===== src/rtl/uart_rx_byte.sv =====
// 8N1 UART receiver: two-flop synchroniser, start-bit qualification, 2-of-3 mid-bit vote,
// registered byte hand-off on a valid/ready handshake with framing and overrun pulses.
module uart_rx_byte #(
  parameter int CLKS_PER_BIT = 434
) (
  input  logic       clk,
  input  logic       rst,
  input  logic       uart_rxd,
  output logic [7:0] data_o,
  output logic       valid_o,
  input  logic       ready_i,
  output logic       frame_err_o,
  output logic       overrun_o,
  output logic       busy_o
);

  localparam int HALF = CLKS_PER_BIT / 2;
  localparam int CW   = $clog2(CLKS_PER_BIT);

  localparam logic [CW-1:0] T_LAST  = CW'(CLKS_PER_BIT - 1);
  localparam logic [CW-1:0] T_EARLY = CW'(HALF - 1);
  localparam logic [CW-1:0] T_MID   = CW'(HALF);
  localparam logic [CW-1:0] T_VOTE  = CW'(HALF + 1);

  typedef enum logic [2:0] {
    S_IDLE  = 3'd0,
    S_START = 3'd1,
    S_DATA  = 3'd2,
    S_STOP  = 3'd3,
    S_BRK   = 3'd4
  } state_t;

  function automatic logic maj3(input logic a, input logic b, input logic c);
    return (a & b) | (a & c) | (b & c);
  endfunction

  logic          r_sync1, r_sync2;
  state_t        r_state;
  logic [CW-1:0] r_timer;
  logic [2:0]    r_idx;
  logic          r_v0, r_v1;
  logic [7:0]    r_shift;
  logic [7:0]    r_data;
  logic          r_valid, r_ferr, r_ovr, r_busy;

  state_t        w_next_state;
  logic          w_rx, w_vote, w_vote_pt, w_bit_end, w_deliver, w_frame_bad;

  assign w_rx      = r_sync2;
  assign w_vote_pt = (r_timer == T_VOTE);
  assign w_bit_end = (r_timer == T_LAST);
  assign w_vote    = maj3(r_v0, r_v1, w_rx);

  // Two-flop synchroniser; idles high so reset never looks like a start bit.
  always_ff @(posedge clk) begin
    if (rst) begin
      r_sync1 <= 1'b1;
      r_sync2 <= 1'b1;
    end else begin
      r_sync1 <= uart_rxd;
      r_sync2 <= r_sync1;
    end
  end

  // Next-state decode; delivery and framing-error strobes are raised at the stop-bit vote.
  always_comb begin
    w_next_state = r_state;
    w_deliver    = 1'b0;
    w_frame_bad  = 1'b0;
    case (r_state)
      S_IDLE: begin
        if (!w_rx) w_next_state = S_START;
        else       w_next_state = S_IDLE;
      end
      S_START: begin
        if (w_vote_pt && w_vote) w_next_state = S_IDLE;
        else if (w_bit_end)      w_next_state = S_DATA;
        else                     w_next_state = S_START;
      end
      S_DATA: begin
        if (w_bit_end && (r_idx == 3'd7)) w_next_state = S_STOP;
        else                              w_next_state = S_DATA;
      end
      S_STOP: begin
        if (w_vote_pt) begin
          if (w_vote) begin
            w_deliver    = 1'b1;
            w_next_state = S_IDLE;
          end else begin
            w_frame_bad  = 1'b1;
            w_next_state = S_BRK;
          end
        end else begin
          w_next_state = S_STOP;
        end
      end
      S_BRK: begin
        if (w_rx) w_next_state = S_IDLE;
        else      w_next_state = S_BRK;
      end
      default: w_next_state = S_IDLE;
    endcase
  end

  // State register with busy flag registered from the same next-state value.
  always_ff @(posedge clk) begin
    if (rst) begin
      r_state <= S_IDLE;
      r_busy  <= 1'b0;
    end else begin
      r_state <= w_next_state;
      r_busy  <= (w_next_state != S_IDLE);
    end
  end

  // Bit timer: held at zero while idle or in break so START always begins at count 0.
  always_ff @(posedge clk) begin
    if (rst) begin
      r_timer <= '0;
    end else if ((r_state == S_IDLE) || (r_state == S_BRK)) begin
      r_timer <= '0;
    end else if (w_bit_end) begin
      r_timer <= '0;
    end else begin
      r_timer <= r_timer + CW'(1);
    end
  end

  // Bit index and the two early vote samples.
  always_ff @(posedge clk) begin
    if (rst) begin
      r_idx <= 3'd0;
      r_v0  <= 1'b1;
      r_v1  <= 1'b1;
    end else begin
      if ((r_state == S_START) && w_bit_end) begin
        r_idx <= 3'd0;
      end else if ((r_state == S_DATA) && w_bit_end && (r_idx != 3'd7)) begin
        r_idx <= r_idx + 3'd1;
      end else begin
        r_idx <= r_idx;
      end
      if (r_timer == T_EARLY) r_v0 <= w_rx;
      else                    r_v0 <= r_v0;
      if (r_timer == T_MID)   r_v1 <= w_rx;
      else                    r_v1 <= r_v1;
    end
  end

  // LSB-first shift register: each voted bit enters at the MSB.
  always_ff @(posedge clk) begin
    if (rst) begin
      r_shift <= 8'h00;
    end else if ((r_state == S_DATA) && w_vote_pt) begin
      r_shift <= {w_vote, r_shift[7:1]};
    end else begin
      r_shift <= r_shift;
    end
  end

  // Holding register: a consume in the same cycle frees the slot for a new byte.
  always_ff @(posedge clk) begin
    if (rst) begin
      r_data  <= 8'h00;
      r_valid <= 1'b0;
      r_ferr  <= 1'b0;
      r_ovr   <= 1'b0;
    end else begin
      r_ferr <= w_frame_bad;
      r_ovr  <= w_deliver & r_valid & ~ready_i;
      if (w_deliver && (!r_valid || ready_i)) begin
        r_data  <= r_shift;
        r_valid <= 1'b1;
      end else if (r_valid && ready_i) begin
        r_data  <= r_data;
        r_valid <= 1'b0;
      end else begin
        r_data  <= r_data;
        r_valid <= r_valid;
      end
    end
  end

  assign data_o      = r_data;
  assign valid_o     = r_valid;
  assign frame_err_o = r_ferr;
  assign overrun_o   = r_ovr;
  assign busy_o      = r_busy;

endmodule

===== config.mk =====
export PLATFORM = sky130hd
export DESIGN_NAME = uart_rx_byte
export DESIGN_NICKNAME = d
export VERILOG_FILES = /design/src/rtl/uart_rx_byte.sv
export SDC_FILE = /design/constraint.sdc
export NUM_CORES = 1
export LEC_CHECK = 0
export BUFFER_PORTS_ARGS = -buffer_cell sky130_fd_sc_hd__buf_2
export CAP_MARGIN = 40
export CORE_UTILIZATION = 52
export CTS_CLUSTER_SIZE = 14
export DETAILED_ROUTE_END_ITERATION = 7
export PLACE_DENSITY = 0.74
export SETUP_SLACK_MARGIN = 0.02
export SYNTH_ARGS = -nofsm -noshare
export SYNTH_HDL_FRONTEND = slang
export SYNTH_SLANG_ARGS = --single-unit

===== constraint.sdc =====
create_clock -name clk -period 1.8 [get_ports clk]
set_clock_uncertainty 0.15 [all_clocks]
set_input_delay 0.45 -clock clk [delete_from_list [all_inputs] [get_ports clk]]
set_output_delay 0.45 -clock clk [all_outputs]
set_load 0.01 [all_outputs]

; ---- Word-level counts from Yosys, hierarchy flattened
; Index checks and enable logic that the tools add are counted.
[totals]
register_bits = 39
input_bits = 4
output_inout_bits = 12
[op_classes]
add_sub_neg = 2
n_eq_ne = 10
muxes = 14
bitwise = 10
n_reduce_logical = 17
[ops]
columns = operator, count
row1 = $eq A9 B8 Y1 const B, 3
row2 = $pmux W3 S5, 1
row3 = $add A9 B1 Y9 const B, 1
row4 = $eq A9 B9 Y1 const B, 1
row5 = $mux W3, 3
row6 = $logic_and A1 B1 Y1, 8
row7 = $mux W1, 8
row8 = $eq A3 B2 Y1 const B, 2
row9 = $eq A3 B3 Y1 const B, 2
row10 = $reduce_or A3 Y1, 2
row11 = $and A1 B1 Y1, 5
row12 = $mux W2, 2
row13 = $add A3 B1 Y3 const B, 1
row14 = $eq A3 B1 Y1 const B, 1
row15 = $logic_not A3 Y1, 1
row16 = $ne A3 B3 Y1 const B, 1
row17 = $not A1 Y1, 3
row18 = $reduce_bool A3 Y1, 1
row19 = $logic_or A1 B1 Y1, 2
row20 = $or A1 B1 Y1, 2
row21 = $reduce_bool A2 Y1, 1
row22 = $reduce_or A2 Y1, 1
row23 = $logic_not A1 Y1, 1

; ---- Longest topological paths before layout
[depth]
word_depth = 8
mapped_depth = 7
depth_no_buf = 6

; ---- Worst setup path before layout
; OpenSTA, ideal clock, no wires.
[synth_timing]
path_type = register to register
from = reg r_timer[1]
to = reg r_timer[5]
t_arrival_ns = 1.533
required_time_ns = 1.588
slack_ns = 0.055
stages_incl_launch_ff = 8
n_path_buf = 1
synth_period_minus_slack_ns = 1.745
path_cell_list = dfxtp_1 inv_1 ha_1 and4b_4 and2_4 or3_1 buf_6 nor2b_2
[synth_between]
elab_chain_cells = 2
word_cells_on_any_way = 3
cone_classes = 1 x add/sub / 1 x eq/ne / 1 x reduce/logical
[synth_lines]
columns = item, line_no
row1 = "start, declared", 39  ; logic [CW-1:0] r_timer;
row2 = "start signal, assigned", 125  ; r_timer <= r_timer + CW'(1);
row3 = branches (longest 2 deep; another with $add A9 B1 Y9), n/a
; Parallel ways; which one is timed is not known.
; A chain may end at the register's enable or synchronous reset.

; ---- Worst setup path in the final report
[layout_timing]
from = reg r_timer[0]
to = reg r_data[7] (netlist: data_o[7])
[layout_between]
elab_chain_cells = 4
[layout_lines]
columns = item, line_no
row1 = $eq A9 B8 Y1, 50  ; assign w_vote_pt = (r_timer == T_VOTE);
row2 = $mux W1, 85  ; if (w_vote_pt) begin
row3 = $mux W1, 70  ; case (r_state)
row4 = $logic_and A1 B1 Y1, 171  ; if (w_deliver && (!r_valid || ready_i)) begin
row5 = "end signal, assigned", 172  ; r_data <= r_shift;
row6 = "end signal, assigned", 175  ; r_data <= r_data;
row7 = "end signal, assigned", 178  ; r_data <= r_data;
row8 = "end, declared", 43  ; logic [7:0] r_data;
; No other way between the ends.

==> impl_summary.md <==
Critical path
The launching element type of the critical path is a flop. In this design, the stage delay of the slowest critical-path cell is ~0.35 ns. The largest individual stage delay along the critical path comes from the cell sky130_fd_sc_hd__dfxtp_2. The data required time at the worst endpoint is ~1.9 ns.

The maximum fanout encountered on the critical timing path is 8. The signal on the critical path passes through inv_2, ha_2, and4bb_2, nand3_4, buf_12, o31ai_2, a21oi_1. The kind of critical path is reg -> reg. The critical path contains buffers and inverters numbering 2 combined. At the worst endpoint, the arrival time is 1.82 ns. The kind of cell with the highest combined delay along the critical path is simple AND/OR/NAND/NOR gates.

The worst setup path is captured at a flop.

Timing
The worst path setup slack after routing is 0.0735 ns. The hold slack is approximately 0.13 ns. The final number of hold-violating endpoints was 0. The number of max-slew violations in the final report was 0.

The final critical path takes up 95.9% of the cycle. For the final routed database, the setup TNS stands at 0 ns. Derived from the worst setup path, the maximum achievable clock frequency is slightly below 600 MHz. Setup repair after global routing could not meet its margin everywhere.

The final period demand of the worst path is 1.73 ns. The number of endpoints failing setup at the final stage is 0. The worst max-slew margin expressed relative to the limit is 74.2%. The slew at the pin closest to its max-slew limit is 0.388 ns.

Die
The effective utilization at floorplan is 56.0%. The floorplan step defined a core boundary enclosing 0.00310 mm^2. The horizontal die dimension is 59.8 um. The number of top-level design ports is 16. The die height is 59.8 um. The die covers 0.00357 mm^2. The number of placement rows is 20.

Finish
The final non-filler cell area is 0.00213 mm^2. Across the whole layout, storage elements account for roughly 780 um^2. The multi-input gate area in the final layout is approximately 1000 um^2. The filler cells instantiated in the layout total 242. The number of antenna diodes is 0.

In the layout the commonest cells are sky130_fd_sc_hd__dfxtp_1, sky130_fd_sc_hd__nor2_1, sky130_fd_sc_hd__buf_2. The final layout contains between 200 and 250 nets. Leaving out fill and tap cells, the most frequent cell in the layout is sky130_fd_sc_hd__dfxtp_1. The share of the core filled with cells is between 60% and 70%.

The number of non-filler instances in the completed layout is between 200 and 300. From synthesis to final layout, the design area changed by 22.9%. The ratio of cells with drive above 1 in the final layout is approximately a third.

Placed design
The placed instance count is 239. The weighted congestion reported at the end of routability-driven placement is 0.799. The placed instances occupy a cell area of 0.00189 mm^2. The HPWL reported at the end of detailed placement is 2540 um. The count of buffers added on input and output ports is 15.

OpenSTA, run right after detailed placement, puts the worst setup slack at -0.0790 ns.

GRT
The total overflow reported by the global router is 0. The total routing usage reported by global routing is between 20% and 30%. The global-route wire length before repair is 6150 um. The number of global-route vias before repair came to roughly 1300. Entering global routing, the biggest net connects 21 pins.

The number of antenna violations at the first check in global routing is 0.

Run status
The flow ran to the end, and the final reports show no timing, DRC or antenna violations.

CTS
The clock input transition at the sequential cells of the worst setup and hold paths is ~0.11 ns. The TritonCTS sink count is 39. The insertion delay of the later-clocked pin in the worst-skew pair is 0.36 ns. The clock tree from TritonCTS is built.

Clock tree synthesis selected as its root buffer the cell sky130_fd_sc_hd__clkbuf_4. No sink is reached through more buffers than the 2 on the longest clock path. TritonCTS created 5 clock buffers. In this run the number of H-tree levels came out at 2.

Synthesis
Yosys mapped a number of flops with a built-in enable equal to 0. For this run, the leading register cell type out of synthesis is sky130_fd_sc_hd__dfxtp_1. The share of flip-flops with an asynchronous set or reset is 0%.

The count of cell types in the netlist is 46. The netlist area before placement is around 0.0017 mm^2. The share of synthesized area occupied by flip-flops and latches is 45.0%. The synthesized net count is 190. The average size of a mapped cell is ~9.6 um^2. Yosys printed 0 warnings. Synthesis inferred 39 register bits. The cell count after synthesis came out at between 150 and 200.

Power
The worst-case IR drop observed on VDD is 580 uV. The total power per unit cell area is roughly 720 mW/mm^2. The leakage power is between 0.8 and 0.9 nW. The sum of internal, switching and leakage power is 1.53 mW.

Drt
The residual DRC count is 0. The via density per instance is 5.58. The number of design-rule violations left by the first detailed-router iteration is 75. The antenna violation net count after detailed routing is 0. The detailed-routing iteration count for the pre-antenna-repair pass is 4. The average wire per cell in the routed design is 14.9 um. Detailed routing inserted a total of 1405 vias.

Summed over all layers, the routed wires come to 3750 um.

Hold path
The worst min-delay path category is in -> reg.

Job
Max-cap violations in this run came to 0.
[Yosys cell counts, drive strengths merged, types with 2 or more instances]
cell | number | share of area, %
and4bb | 2 | 1.4
and4b | 2 | 1.4
nand2 | 4 | 0.86
or2 | 3 | 1.1
nand2b | 5 | 1.8
o31ai | 8 | 3.5
a31oi | 2 | 0.72
nand4 | 10 | 4.0
clkbuf | 6 | 1.3
nor2 | 21 | 4.5
nand4b | 2 | 1.0
a21oi | 11 | 3.2
xor2 | 3 | 1.5
nor3b | 3 | 1.6
buf | 5 | 1.9
xnor2 | 5 | 2.5
ha | 6 | 4.3
nand3 | 5 | 1.7
and2 | 2 | 0.86
nor3 | 2 | 0.58
mux2i | 12 | 6.9
inv | 5 | 1.1
dfxtp | 39 | 45
nor2b | 4 | 1.6
[cells by family (layout without fill, tap and decap cells)]
| logic type | count (synthesis) | in the layout | share of synthesized area [%] |
|---|---|---|---|
| mux | 12 | 12 | 6.92 |
| fa+ha+maj | 7 | 7 | 4.90 |
| flops | 39 | 39 | 45.0 |
| buf+inv | 16 | 44 | 4.25 |
| xor+xnor | 8 | 8 | 4.03 |
| compound gates | 27 | 27 | 10.0 |
| simple gates | 71 | 71 | 24.9 |
[flip-flops by register name, indices dropped and copies added (netlist names)]
register	flops
r_timer	9
data_o	8
r_shift	8
r_idx	3
r_state	3
busy_o	1
frame_err_o	1
overrun_o	1
r_sync1	1
r_sync2	1
r_v0	1
r_v1	1
valid_o	1
[area by class of cell]
| cell class | count | share of cell area (%) |
|---|---|---|
| clock buffer | 6 | 2.40 |
| clock inverter | 2 | 1.64 |
| sequential | 39 | 36.7 |
| timing repair buffer | 31 | 9.91 |
| tap | 44 | 2.58 |
| multi-input combinational | 125 | 45.9 |
| inverter | 5 | 0.879 |
[path summary, 6_finish.rpt]
| path | startpoint | end | slack, ns | cells past startpoint |
|---|---|---|---|---|
| worst max-delay path | r_timer[0] | data_o[7] | 0.07 | 7 |
| worst min-delay path | uart_rxd | r_sync1 | 0.13 | 2 |
| worst max register to register | r_timer[0] | data_o[7] | 0.07 | 7 |
| worst min register to register | r_sync1 | r_sync2 | 0.28 | 1 |
[where the power goes]
group          internal [mW]  switching, mW
combinational         0.0178         0.0230
sequential             0.868        0.00536
clock                  0.328          0.285
total                   1.21          0.314
[what timing repair did]
item                                    CTS  global route
pin swaps                                 0             5
endpoints found under the setup margin   15            18
resized for setup                         3            25
hold buffers                              0             0
setup buffers                             2             3
hold endpoints to repair                  0             0
[worst reg2reg max path, cell delays in order, from the launching register on]
cell	delay, ns
sky130_fd_sc_hd__dfxtp_2	0.35
sky130_fd_sc_hd__inv_2	0.06
sky130_fd_sc_hd__ha_2	0.17
sky130_fd_sc_hd__and4bb_2	0.31
sky130_fd_sc_hd__nand3_4	0.11
sky130_fd_sc_hd__buf_12	0.17
sky130_fd_sc_hd__o31ai_2	0.21
sky130_fd_sc_hd__a21oi_1	0.10
[per-layer routing]
layer  GRT usage (%)  wire length [um]
met1            29.3              1620
met4            9.63                81
met3            7.79               140
met2            37.1              1910
met5               0                 0
(Power assumes the default switching activity.)
